`src/rtl/leaf_tx_scheduler.sv`:
```
// leaf_tx_scheduler
// Round-robin arbiter that shares one BFT leaf output port between three
// local requesters. It owns the registered leaf packet, replays the in-flight
// packet while the leaf asserts resend, and drops it once the replay budget
// (MAX_RESEND extra cycles) is used up.
//
// Optional build macro: LEAF_TX_STATS_EN
//   When defined, two saturating statistics outputs are added:
//   resend_total (cycles with resend while busy) and drop_total (drops).
module leaf_tx_scheduler #(
  parameter int PAYLOAD_W  = 48,
  parameter int MAX_RESEND = 15
) (
  input  logic                     clk,
  input  logic                     reset,
  input  logic                     ap_start,
  input  logic [2:0]               req_valid,
  input  logic [3*PAYLOAD_W-1:0]   req_data,
  output logic [2:0]               req_ready,
  input  logic                     resend,
  output logic [PAYLOAD_W:0]       dout_leaf_interface2bft,
  output logic [1:0]               grant_id,
  output logic                     drop_err,
  output logic                     busy
`ifdef LEAF_TX_STATS_EN
  ,
  output logic [15:0]              resend_total,
  output logic [7:0]               drop_total
`endif
);

  localparam int RETRY_W = $clog2(MAX_RESEND + 1);

  typedef enum logic [1:0] {
    IDLE = 2'd0,
    SENT = 2'd1,
    HOLD = 2'd2
  } state_t;

  state_t               state;
  state_t               state_n;
  logic [PAYLOAD_W:0]   dout_n;
  logic [1:0]           grant_n;
  logic [1:0]           rr_ptr;
  logic [1:0]           rr_n;
  logic [RETRY_W-1:0]   retry_cnt;
  logic [RETRY_W-1:0]   retry_n;
  logic                 drop_n;

  logic                 win_found;
  logic [1:0]           win_idx;
  logic [1:0]           cand;
  logic                 accept;
  logic [PAYLOAD_W-1:0] win_data;

  assign busy = dout_leaf_interface2bft[PAYLOAD_W];

  // Pick the first valid requester after the last one granted, wrapping mod 3
  always_comb begin
    win_found = 1'b0;
    win_idx   = 2'd0;
    cand      = 2'd0;
    for (int k = 1; k <= 3; k++) begin
      cand = 2'((int'(rr_ptr) + k) % 3);
      if (!win_found && req_valid[cand]) begin
        win_found = 1'b1;
        win_idx   = cand;
      end
    end
  end

  // Ready goes to the winner only; resend blocks new traffic, which also
  // covers the cycle in which a held packet is being dropped
  always_comb begin
    req_ready = 3'b000;
    accept    = 1'b0;
    win_data  = req_data[win_idx*PAYLOAD_W +: PAYLOAD_W];
    if (ap_start && !resend && win_found) begin
      req_ready = 3'b001 << win_idx;
      accept    = 1'b1;
    end
  end

  // Next-state and next-output logic for the send/replay/drop sequence
  always_comb begin
    state_n = state;
    dout_n  = dout_leaf_interface2bft;
    grant_n = grant_id;
    rr_n    = rr_ptr;
    retry_n = retry_cnt;
    drop_n  = 1'b0;
    case (state)
      IDLE: begin
        if (accept) begin
          dout_n  = {1'b1, win_data};
          grant_n = win_idx;
          rr_n    = win_idx;
          retry_n = '0;
          state_n = SENT;
        end
      end
      SENT, HOLD: begin
        if (!resend) begin
          if (accept) begin
            dout_n  = {1'b1, win_data};
            grant_n = win_idx;
            rr_n    = win_idx;
            retry_n = '0;
            state_n = SENT;
          end else begin
            dout_n  = '0;
            retry_n = '0;
            state_n = IDLE;
          end
        end else if (retry_cnt < RETRY_W'(MAX_RESEND)) begin
          retry_n = retry_cnt + RETRY_W'(1);
          state_n = HOLD;
        end else begin
          dout_n  = '0;
          drop_n  = 1'b1;
          retry_n = '0;
          state_n = IDLE;
        end
      end
      default: begin
        dout_n  = '0;
        retry_n = '0;
        state_n = IDLE;
      end
    endcase
  end

  // State and registered leaf outputs; reset discards any in-flight packet
  always_ff @(posedge clk) begin
    if (reset) begin
      state                   <= IDLE;
      dout_leaf_interface2bft <= '0;
      grant_id                <= 2'd0;
      rr_ptr                  <= 2'd2;
      retry_cnt               <= '0;
      drop_err                <= 1'b0;
    end else begin
      state                   <= state_n;
      dout_leaf_interface2bft <= dout_n;
      grant_id                <= grant_n;
      rr_ptr                  <= rr_n;
      retry_cnt               <= retry_n;
      drop_err                <= drop_n;
    end
  end

`ifdef LEAF_TX_STATS_EN
  // Saturating counters of back-pressured cycles and dropped packets
  always_ff @(posedge clk) begin
    if (reset) begin
      resend_total <= '0;
      drop_total   <= '0;
    end else begin
      if (resend && busy && (resend_total != 16'hFFFF)) begin
        resend_total <= resend_total + 16'd1;
      end
      if (drop_n && (drop_total != 8'hFF)) begin
        drop_total <= drop_total + 8'd1;
      end
    end
  end
`endif

endmodule

```
`config.mk`:
```
export PLATFORM = sky130hd
export DESIGN_NAME = leaf_tx_scheduler
export DESIGN_NICKNAME = d
export VERILOG_FILES = /design/src/rtl/leaf_tx_scheduler.sv
export SDC_FILE = /design/constraint.sdc
export NUM_CORES = 1
export LEC_CHECK = 0
export BUFFER_PORTS_ARGS = -buffer_cell sky130_fd_sc_hd__buf_2
export CAP_MARGIN = 20
export CORE_MARGIN = 2
export CORE_UTILIZATION = 47
export CTS_CLUSTER_SIZE = 10
export DETAILED_ROUTE_END_ITERATION = 12
export HOLD_SLACK_MARGIN = 0.06
export PLACE_DENSITY = 0.85
export SYNTH_ARGS = -nofsm -noshare
export SYNTH_HDL_FRONTEND = slang
export SYNTH_SLANG_ARGS = --single-unit
```
`constraint.sdc`:
```
create_clock -name clk -period 5.3 [get_ports clk]
set_input_delay 0.53 -clock clk [delete_from_list [all_inputs] [get_ports clk]]
set_output_delay 0.53 -clock clk [all_outputs]
set_load 0.1 [all_outputs]
```
Word-level counts from Yosys, hierarchy flattened
Cells that the tools add are included.
{"block": "word_totals", "elab_cells": 75, "regBits": 60}
{"block": "op_classes", "add_sub_neg": 4, "muxes": 35, "div": 3, "eq_ne": 5, "n_bitwise": 2, "n_mul": 1, "magnitude_cmp": 4, "shifts": 2, "n_reduce_logical": 13}
{"op": "$mux 49", "n": 4}
{"op": "$shiftx 144x9->48", "n": 1}
{"op": "$pmux 49 s2", "n": 1}
{"op": "$mod 32x3->32 const B", "n": 3}
{"op": "$mux 2", "n": 10}
{"op": "$mux 4", "n": 3}
{"op": "$pmux 2 s2", "n": 3}
{"op": "$lt 2x3->1 const B", "n": 3}
{"op": "$mux 1", "n": 9}
{"op": "$pmux 4 s2", "n": 1}
{"op": "$add 2x2->3 const B", "n": 2}
{"op": "$bmux 1 s2", "n": 3}
{"op": "$add 4x1->4 const B", "n": 1}
{"op": "$logic_and 1x1->1", "n": 4}
{"op": "$lt 4x4->1 const B", "n": 1}
{"op": "$mul 2x2->4 const B", "n": 1}
{"op": "$ne 2x2->1 const B", "n": 2}
{"op": "$reduce_and 2->1", "n": 2}
{"op": "$add 2x1->3 const B", "n": 1}
{"op": "$logic_not 1->1", "n": 3}
{"op": "$mux 3", "n": 1}
{"op": "$ne 3x3->1 const B", "n": 1}
{"op": "$reduce_or 3->1", "n": 1}
{"op": "$shl 1x2->3 const A", "n": 1}
{"op": "other kinds (6)", "n": 7}

Logic depth before layout (Yosys ltp)
Gate-level depths: netlist of run 1.
{"block": "logic_depth", "word_depth": 16, "mapped_depth": 11}

Worst setup path before layout of run 1
OpenSTA, ideal clock, no wires.
{"block": "synth_path", "path_type": "register to output", "from": "register rr_ptr[0]", "to": "output port req_ready[0]", "setup_slack_ns": 0.856, "stages_incl_launch_ff": 9, "arrival_time_ns": 3.914, "path_buffers": 2, "cell_sequence": "dfxtp_1 > inv_1 > ha_1 > buf_2 > and3b_1 > o221ai_1 > o211ai_1 > clkbuf_1 > a211oi_1"}
{"block": "synth_via", "elab_chain_cells": 13}
{"element": "start: declaration", "line": "44", "source": "logic [1:0] rr_ptr;"}
{"element": "start signal: assignment", "line": "146", "source": "rr_ptr <= rr_n;"}
{"element": "$add 2x1->3", "line": "64", "source": "cand = 2'((int'(rr_ptr) + k) % 3);"}
{"element": "$mod 32x3->32", "line": "64"}
{"element": "$bmux 1 s2", "line": "65", "source": "if (!win_found && req_valid[cand]) begin"}
{"element": "$mux 1 (not written as such)", "line": "65"}
{"element": "$mux 1", "line": "65"}
{"element": "$logic_not 1->1", "line": "65"}
{"element": "$logic_and 1x1->1", "line": "65"}
{"element": "$mux 1", "line": "65"}
{"element": "$logic_not 1->1", "line": "65"}
{"element": "$logic_and 1x1->1", "line": "65"}
{"element": "$mux 2 / $mux 1 (equally long branches)", "line": "65"}
{"element": "$shl 1x2->3 / $logic_and 1x1->1 (equally long branches)", "line": "79, 78"}
{"element": "$mux 3 (*)", "line": "78", "source": "if (ap_start && !resend && win_found) begin"}
{"element": "end: declaration", "line": "19", "source": "output logic [2:0] req_ready,"}
Mark *: on every way between the ends. The rest lies on a longest branch, timed or not. The select of a mux whose other input is x is not followed.

Worst setup path after layout of run 1
{"block": "layout_path", "from": "register rr_ptr[1]", "to": "output port req_ready[2]"}
The elaborated chain is that of the path after synthesis.

==> metrics.md, run 1 <==
| Metric | Value |
|---|---|
| Vias after detailed routing | 3878 |
| Final Hold Vio Count | 0 |
| Antenna-violating nets left | 0 |
| Min cycle time layout | 3.70 ns |
| Net Count, Synth | 578 |
| Critical Path AT | 3.17 ns |
| Total core area | 7140 um^2 |
| Total Nets Final | 757 |
| Crit Reg-Reg Startpoint | rr_ptr[0] |
| Initial core utilization | 0.479 |
| DR WL/cell | 14.4 um |
| Die X | 89.3 um |
| Worst Setup EP | req_ready[2] |
| Postcts setup bufs | 0 |
| CTS-repair resized insts | 0 |
| FF-to-FF path depth | 8 |
| Vias in the first global route | 3465 |
| Setup_tns | 0 ns |
| FF-to-FF setup slack | 2.06 ns |
| Post-Syn Instances | 420 |
| Fillers | 640 |
| CP startpoint kind | register |
| Total gr overflow | 0 |
| Final core utilization | 0.649 |
| CTS H-tree lvls | 3 |
| Total Wirelength | 10100 um |
| Die Height | 89.3 um |
| Crit. Startpoint | rr_ptr[1] |
| IO Port Bufs | 206 |
| Fin area | 4630 um^2 |
| Outcome | completed |
| Worst Hold Class | reg -> reg |
| Cell Pwr Density | 416 nW/um^2 |
| Sequential fraction of the synthesis area | 0.346 |
| DRT Pass-1 Iters | 4 |
| Placed cell areas | 4410 um^2 |
| Setup Skew | 0.00674 ns |
| Initial antenna violation count | 0 |
| Crit path kind | reg -> out |
| Cell Area, Synth | 3420 um^2 |
| WP data required | 4.77 ns |
| Num CTS Buffers | 9 |
| RePlAce Congestion | 0.849 |
| 1st-iter DRT viols | 227 |
| Fmax | 270 MHz |
| Pre-CTS setup slack | 1.97 ns |
| Post-CTS Hold Buffers | 0 |
| Max Cap Violations | 0 |
| Avg Vias per Cell | 5.52 |
| GRT Util Overall | 0.238 |
| Clk buf depth | 2 |
| DRC viols | 0 |
| Fin worst setup slack | 1.60 ns |
| Post-DP HPWL | 7170 um |
| RSZ-0062 raised after global routing | no |
| Distinct cell type count of the synthesized netlist | 41 |
| Layout area overhead | 35.6% |
| Slew Viols, Final | 0 |
| Hold Startpoint | dout_leaf_interface2bft[13] |
| Die ar. | 7970 um^2 |
| Static leakage | 2.26 nW |
| Peak supply drop | 0.210 mV |
| CTS tree | yes |
| Crit-path max FO | 97 |
| Number of synthesized register bits | 59 |
| Final setup vio count | 0 |
| Clk sinks | 59 |
| Clock root cell | clkbuf_8 |
| Fin cells | 703 |
| First-pass GRT wire length | 15100 um |
| Yosys warning count | 0 |
| Mean Syn Cell Area | 8.14 um^2 |
| FF-to-FF End | state[1] |
| Slew headroom | 0.316 |
| Placed Cells | 687 |
| CTS clock-pin slew for the worst setup and hold paths | 0.07 ns |
| Antenna Cells | 0 |
| I/O pin count | 207 |
| CP Capture Type | primary output |
| Rows | 31 |
| Period utilization | 0.698 |
| Worst-margin pin slew | 1.03 ns |
| Share of cells above drive strength 1 | 0.384 |
| Largest net degree at the start of global routing | 98 |
| Clk_lat worst skew | 0.33 ns |
-- registers in the layout, indices dropped and copies added (netlist names) --
name / flops
dout_leaf_interface2bft: 49
drop_err: 1
grant_id: 1
retry_cnt: 4
rr_ptr: 2
state: 2
-- per-layer routing --
layer | GRT usage | share of wire | up-vias
met5 | 0 | 0 | -
met2 | 0.415 | 0.51 | 159
li1 | - | - | 1884
met4 | 0.129 | 0.030 | 0
met3 | 0.0499 | 0.059 | 31
met1 | 0.272 | 0.40 | 1804
-- kinds of logic (layout without fill, tap and decap cells) --
| kind of cell | Yosys count | in the layout | synth area share |
|---|---|---|---|
| AO/OA/AOI/OAI | 166 | 166 | 0.370 |
| XOR/XNOR | 2 | 2 | 0.00513 |
| adder cells (fa/ha/maj) | 7 | 7 | 0.0256 |
| buffers and inverters | 49 | 233 | 0.0695 |
| flip-flops | 59 | 59 | 0.346 |
| multiplexers | 6 | 6 | 0.0176 |
| AND/OR/NAND/NOR | 131 | 131 | 0.167 |
-- through the flow --
step	total power, mW	hold WS [ns]
after CTS	1.94	0.469
final	1.93	0.464
after detailed placement	1.47	0.451
after floorplan	1.30	0.449
after global routing	2.03	0.475
after global placement	1.45	0.443
-- worst min path at each step --
stage	endpoint	slack (ns)	cells past startpoint
2_1_floorplan	retry_cnt[1]	0.45	2
5_1_grt	dout_leaf_interface2bft[39]	0.48	1
6_report	dout_leaf_interface2bft[13]	0.46	1
3_3_place_gp	dout_leaf_interface2bft[29]	0.44	1
3_5_place_dp	dout_leaf_interface2bft[39]	0.45	1
4_1_cts	dout_leaf_interface2bft[39]	0.47	1
-- placed cells by master, fill, tap and decap left out, drive strengths merged, types with 7 or more instances in the layout --
cell / count
nor2: 97
clkbuf: 10
buf: 209
inv: 8
ha: 7
nand2: 11
a32o: 48
a21oi: 51
dfxtp: 59
a21o: 47
-- synth_stat cells (all sizes together) --
cell    count  share of area
a211oi      2         0.0044
a21o       47           0.10
a21oi      51          0.075
a221o       1         0.0029
a22o        2         0.0051
a31oi       1         0.0018
a32o       48           0.14
and2        4         0.0073
and3b       2         0.0051
buf        22          0.040
clkbuf     19          0.021
dfxtp      59           0.35
ha          7          0.026
inv         8         0.0088
mux2i       6          0.018
nand2      11          0.012
nand2b      2         0.0037
nand3       4         0.0059
nand3b      2         0.0044
nand4       1         0.0018
nor2       97           0.11
nor2b       1         0.0018
nor3        2         0.0029
nor3b       2         0.0044
nor4        1         0.0062
o211a       2         0.0059
o211ai      2         0.0044
o21a        1         0.0022
o21ai       5         0.0073
o21bai      1         0.0055
o221ai      1         0.0026
o22ai       1         0.0018
o311ai      1         0.0077
or2         2         0.0044
xnor2       1         0.0026
xor2        1         0.0026
-- critical path, cell delays in order, from the launching register on --
cell     delay, ns
dfxtp_1       0.33
inv_1         0.10
ha_1          0.27
mux2i_1       0.38
a21oi_1       0.11
o22ai_1       0.32
nand2_4       0.54
nor2_1        0.30
buf_2         0.47
-- power breakdown --
group	switching, mW	total [mW]	internal, mW
registers	0.0332	0.535	0.502
clock network	0.187	0.464	0.277
logic	0.701	0.929	0.228
-- final cells by class --
| type | instances | area (um^2) | area share |
|---|---|---|---|
| multi-input combinational | 312 | 2020 | 0.435 |
| sequential | 59 | 1180 | 0.255 |
| clock inverter | 6 | 88.8 | 0.0192 |
| inverter | 8 | 30.0 | 0.00648 |
| timing repair buffer | 209 | 1060 | 0.228 |
| clock buffer | 10 | 138 | 0.0297 |
| tap | 99 | 124 | 0.0267 |
(Power assumes the default switching activity.)
==> run 2, diff against run 1 <==
--- a/config.mk
+++ b/config.mk
@@ -8,11 +8,11 @@
 export BUFFER_PORTS_ARGS = -buffer_cell sky130_fd_sc_hd__buf_2
 export CAP_MARGIN = 20
 export CORE_MARGIN = 2
-export CORE_UTILIZATION = 47
+export CORE_UTILIZATION = 40
 export CTS_CLUSTER_SIZE = 10
 export DETAILED_ROUTE_END_ITERATION = 12
 export HOLD_SLACK_MARGIN = 0.06
-export PLACE_DENSITY = 0.85
+export PLACE_DENSITY = 0.77
 export SYNTH_ARGS = -nofsm -noshare
 export SYNTH_HDL_FRONTEND = slang
 export SYNTH_SLANG_ARGS = --single-unit
==> constraint.sdc (replaced) <==
create_clock -name clk -period 3.1 [get_ports clk]
set_input_delay 0.31 -clock clk [delete_from_list [all_inputs] [get_ports clk]]
set_output_delay 0.31 -clock clk [all_outputs]
set_load 0.1 [all_outputs]
==> run 2 against run 1 <==
  * Largest cell class unchanged
  * Non-clock buffer count is 11 higher
  * Worst setup slack worse by 1.5 ns
  * Critical path depth stayed put
  * Register-to-register slack worse by 1.7 ns
  * First-iteration DRC count is 35% lower
  * Sequential share of layout area is 0.86 points lower
  * Utilization is 6.8 points lower
==> metrics.md, run 2 (synthesis results as in run 1) <==
| Metric | Value |
|---|---|
| Crit-path max FO | 10 |
| DR WL/cell | 14.6 um |
| Worst Hold Class | in -> reg |
| Fin area | 4800 um^2 |
| Critical Path AT | 2.64 ns |
| Clk_lat worst skew | 0.33 ns |
| Placed Cells | 702 |
| Final core utilization | 0.581 |
| Max Cap Violations | 0 |
| Period utilization | 0.952 |
| Avg Vias per Cell | 5.43 |
| Biggest register | dout_leaf_interface2bft |
| Post-DP HPWL | 7730 um |
| Slew Viols, Final | 0 |
| Most frequent cells in the layout | buf_2 (203), nor2_1 (96), dfxtp_1 (59) |
| Placed cell areas | 4530 um^2 |
| Minimum hold slack | 0.302 ns |
| Cell Pwr Density | 713 nW/um^2 |
| Initial antenna violation count | 0 |
| Num CTS Buffers | 9 |
| Crit-path max cell delay | 0.40 ns |
| Most common cell after layout, fill and taps aside | buf_2 |
| Largest net degree at the start of global routing | 51 |
| Largest regs | dout_leaf_interface2bft x49, retry_cnt x4 |
| Total Nets Final | 768 |
| Final Hold Vio Count | 0 |
| Clk sinks | 59 |
| CTS clock-pin slew for the worst setup and hold paths | 0.07 ns |
| Total Wirelength | 10500 um |
| CTS H-tree lvls | 3 |
| Vias after detailed routing | 3906 |
| Worst-margin pin slew | 0.514 ns |
| Die ar. | 9300 um^2 |
| I/O pin count | 207 |
| First-pass GRT wire length | 15900 um |
| Crit path kind | reg -> out |
| Pwr Total | 3.42 mW |
| Clk buf depth | 2 |
| RSZ-0062 raised after global routing | no |
| Reg area | 1180 um^2 |
| Die Height | 96.4 um |
| Crit Reg-Reg Startpoint | rr_ptr[0] |
| Fin worst setup slack | 0.150 ns |
| Pre-CTS setup slack | 0.279 ns |
| WP data required | 2.79 ns |
| Die X | 96.4 um |
| Static leakage | 2.34 nW |
| Setup Skew | 0.0105 ns |
| RePlAce Congestion | 0.824 |
| Min cycle time layout | 2.95 ns |
| Hold Startpoint | reset |
| Crit. Startpoint | rr_ptr[0] |
| GRT Util Overall | 0.217 |
| Outcome | completed |
| Layout area overhead | 40.3% |
| Antenna Cells | 0 |
| Rows | 33 |
| Footprint of the multi-input gates | 2030 um^2 |
| Setup_tns | 0 ns |
| Final setup vio count | 0 |
| Slew headroom | 0.657 |
| Largest register FFs | 49 |
| Vias in the first global route | 3682 |
| Antenna-violating nets left | 0 |
| CTS tree | yes |
| Fillers | 780 |
| CP startpoint kind | register |
| 1st-iter DRT viols | 147 |
| Fin cells | 720 |
| CP Capture Type | primary output |
| Peak supply drop | 0.314 mV |
| DRC viols | 0 |
| IO Port Bufs | 206 |
| DRT Pass-1 Iters | 5 |
| Initial core utilization | 0.414 |
| Total core area | 8260 um^2 |
| Fmax | 339 MHz |
| Share of cells above drive strength 1 | 0.400 |
| Critical Path, Cell by Cell | inv_1, ha_2, and3b_1, o21bai_4, o311ai_4, buf_4, and3b_1, buf_4 |
| Slowest CP cell | o311ai_4 |
| Post-CTS Hold Buffers | 0 |
| Clock root cell | clkbuf_8 |
| Total gr overflow | 0 |
run 2: cell count changes in the layout (fill, tap and decap cells not counted), moves of 2 or more:
| cell | delta |
|---|---|
| clkinvlp_4 | -2 |
| buf_4 | +12 |
| buf_12 | +3 |
| buf_2 | -3 |
run 2: final cells by class:
cell class	count	share of cell area
clock buffers	11	0.0295
clock inverters	5	0.0209
inverters	8	0.00626
multi-input cells	312	0.424
flip-flops and latches	59	0.246
well taps	105	0.0274
repair buffers	220	0.246
run 2: power breakdown:
group	internal, mW	total (mW)	switching, mW
sequential	0.858	0.911	0.0535
clock	0.554	0.860	0.306
combinational	0.439	1.65	1.21
total	1.85	3.42	1.57
run 2: timing repair:
item / CTS / global route
buffers inserted: 0 / 2
setup endpoints to repair: 1 / 4
resized for setup: 1 / 2
pin swaps: 0 / 1
run 2: final timing paths:
path	endpoint	slack [ns]	depth (start not counted)
setup / recovery	req_ready[1]	0.15	8
hold / removal	state[0]	0.30	2
setup reg to reg	dout_leaf_interface2bft[28]	0.35	9
hold reg to reg	dout_leaf_interface2bft[19]	0.46	1
run 2: worst max-delay path: cells and delay by family, from the launching register on:
| family | cells | cell delay [ns] |
|---|---|---|
| buf+inv | 3 | 0.54 |
| simple gates | 2 | 0.42 |
| fa+ha+maj | 1 | 0.38 |
| compound gates | 2 | 0.60 |
| flops | 1 | 0.38 |
run 2: metal layers:
metal | wire length (um) | GRT usage
met1 | 4080 | 0.230
met2 | 5390 | 0.406
met3 | 834 | 0.0497
met4 | 180 | 0.0962
met5 | 0 | 0
==> run 3, diff against run 2 <==
--- a/config.mk
+++ b/config.mk
@@ -12,7 +12,7 @@
 export CTS_CLUSTER_SIZE = 10
 export DETAILED_ROUTE_END_ITERATION = 12
 export HOLD_SLACK_MARGIN = 0.06
-export PLACE_DENSITY = 0.77
+export PLACE_DENSITY = 0.85
 export SYNTH_ARGS = -nofsm -noshare
 export SYNTH_HDL_FRONTEND = slang
 export SYNTH_SLANG_ARGS = --single-unit
==> run 3 against run 2 <==
  * Fmax shrank 0.59%
  * Count of clock-buffer cells in the layout grew 1
  * Combinational power is essentially flat
  * Sequential share of layout area grew 0.34 points
  * Clock skew shrank 0.0042 ns
  * Utilization shrank 0.79 points
  * Hold slack lost 0.012 ns
  * Non-clock buffer count grew 7
  * Critical path type unchanged
==> metrics.md, run 3 (synthesis results as in run 1) <==
| Metric | Value |
|---|---|
| Placed Cells | 711 |
| Worst Hold Class | in -> reg |
| Num CTS Buffers | 9 |
| Antenna Cells | 0 |
| Clk_lat worst skew | 0.32 ns |
| Biggest register | dout_leaf_interface2bft |
| Final setup vio count | 0 |
| RSZ-0062 raised after global routing | no |
| Rows | 33 |
| Postcts setup bufs | 0 |
| Avg Vias per Cell | 5.35 |
| Peak supply drop | 0.333 mV |
| CP Capture Type | primary output |
| Total Nets Final | 775 |
| Critical Path AT | 2.66 ns |
| Crit-path max FO | 6 |
| DR WL/cell | 14.5 um |
| DRT Pass-1 Iters | 4 |
| Die ar. | 9300 um^2 |
| IO Port Bufs | 206 |
| Vias after detailed routing | 3887 |
| Initial core utilization | 0.414 |
| Final core utilization | 0.573 |
| WP data required | 2.79 ns |
| CTS tree | yes |
| I/O pin count | 207 |
| Cell Pwr Density | 665 nW/um^2 |
| Final Hold Vio Count | 0 |
| Fmax | 337 MHz |
| Largest regs | dout_leaf_interface2bft x49, retry_cnt x4 |
| Post-DP HPWL | 8070 um |
| Static leakage | 2.32 nW |
| Min cycle time layout | 2.97 ns |
| Largest register FFs | 49 |
| Fillers | 756 |
| Largest net degree at the start of global routing | 53 |
| Setup Skew | 0.00629 ns |
| Clock root cell | clkbuf_8 |
| Post-CTS Hold Buffers | 0 |
| RePlAce Congestion | 0.917 |
| Outcome | completed |
| Antenna-violating nets left | 0 |
| DRC viols | 0 |
| Minimum hold slack | 0.290 ns |
| Clk sinks | 59 |
| Fin area | 4730 um^2 |
| Fin worst setup slack | 0.133 ns |
| 1st-iter DRT viols | 159 |
| GRT Util Overall | 0.216 |
| CP startpoint kind | register |
| Period utilization | 0.957 |
| Share of cells above drive strength 1 | 0.401 |
| Most common cell after layout, fill and taps aside | buf_2 |
| Max Cap Violations | 0 |
| Most frequent cells in the layout | buf_2 (205), nor2_1 (96), dfxtp_1 (59) |
| Total Wirelength | 10500 um |
| First-pass GRT wire length | 16000 um |
| Pwr Total | 3.14 mW |
| Placed cell areas | 4570 um^2 |
| Fin cells | 726 |
| CTS H-tree lvls | 3 |
| Worst-margin pin slew | 0.510 ns |
| Total core area | 8260 um^2 |
| Clk buf depth | 2 |
| Total gr overflow | 0 |
| Initial antenna violation count | 0 |
| CTS-repair resized insts | 0 |
| Layout area overhead | 38.4% |
| Slew Viols, Final | 0 |
| Die Height | 96.4 um |
| Pre-CTS setup slack | 0.422 ns |
| Slew headroom | 0.658 |
| Vias in the first global route | 3692 |
| CTS clock-pin slew for the worst setup and hold paths | 0.06 ns |
| Crit path kind | reg -> out |
| Die X | 96.4 um |
| Setup_tns | 0 ns |
[run 3: routing by layer]
layer,global-route usage,vias up,routed length (um)
met3,0.0667,9,758
met1,0.228,1807,4140
met2,0.407,152,5530
met4,0.0704,0,109
met5,0,-,0
li1,-,1919,-
[run 3: report_power, final]
| group | total [mW] | switching (mW) | leakage (nW) | internal, mW |
|---|---|---|---|---|
| clock | 0.578 | 0.274 | 0.0860 | 0.304 |
| sequential | 0.915 | 0.0570 | 0.480 | 0.858 |
| combinational | 1.65 | 1.21 | 1.75 | 0.438 |
[run 3: critical path, cell delays in order, from the launching register on]
cell      delay, ns
dfxtp_1        0.33
inv_1          0.07
ha_1           0.38
and3b_1        0.23
o21bai_4       0.19
buf_4          0.16
mux2i_1        0.10
o21ai_0        0.27
and3b_1        0.20
buf_2          0.42
[run 3: area by class of cell]
class                           count  area (um^2)  share of cell area
Clock buffer                       12          145              0.0307
Tap cell                          105          131              0.0278
Timing Repair Buffer              227         1210               0.256
Inverter                            8         30.0             0.00635
Sequential cell                    59         1180               0.250
Multi-Input combinational cell    312         2020               0.426
Clock inverter                      3         15.0             0.00317
[run 3: worst paths after layout]
| kind | from | endpoint | slack [ns] | depth (start not counted) |
|---|---|---|---|---|
| max | rr_ptr[0] | req_ready[1] | 0.13 | 9 |
| max reg2reg | rr_ptr[0] | dout_leaf_interface2bft[38] | 0.41 | 9 |
| min reg2reg | dout_leaf_interface2bft[25] | dout_leaf_interface2bft[25] | 0.46 | 1 |
| min | reset | retry_cnt[1] | 0.29 | 2 |
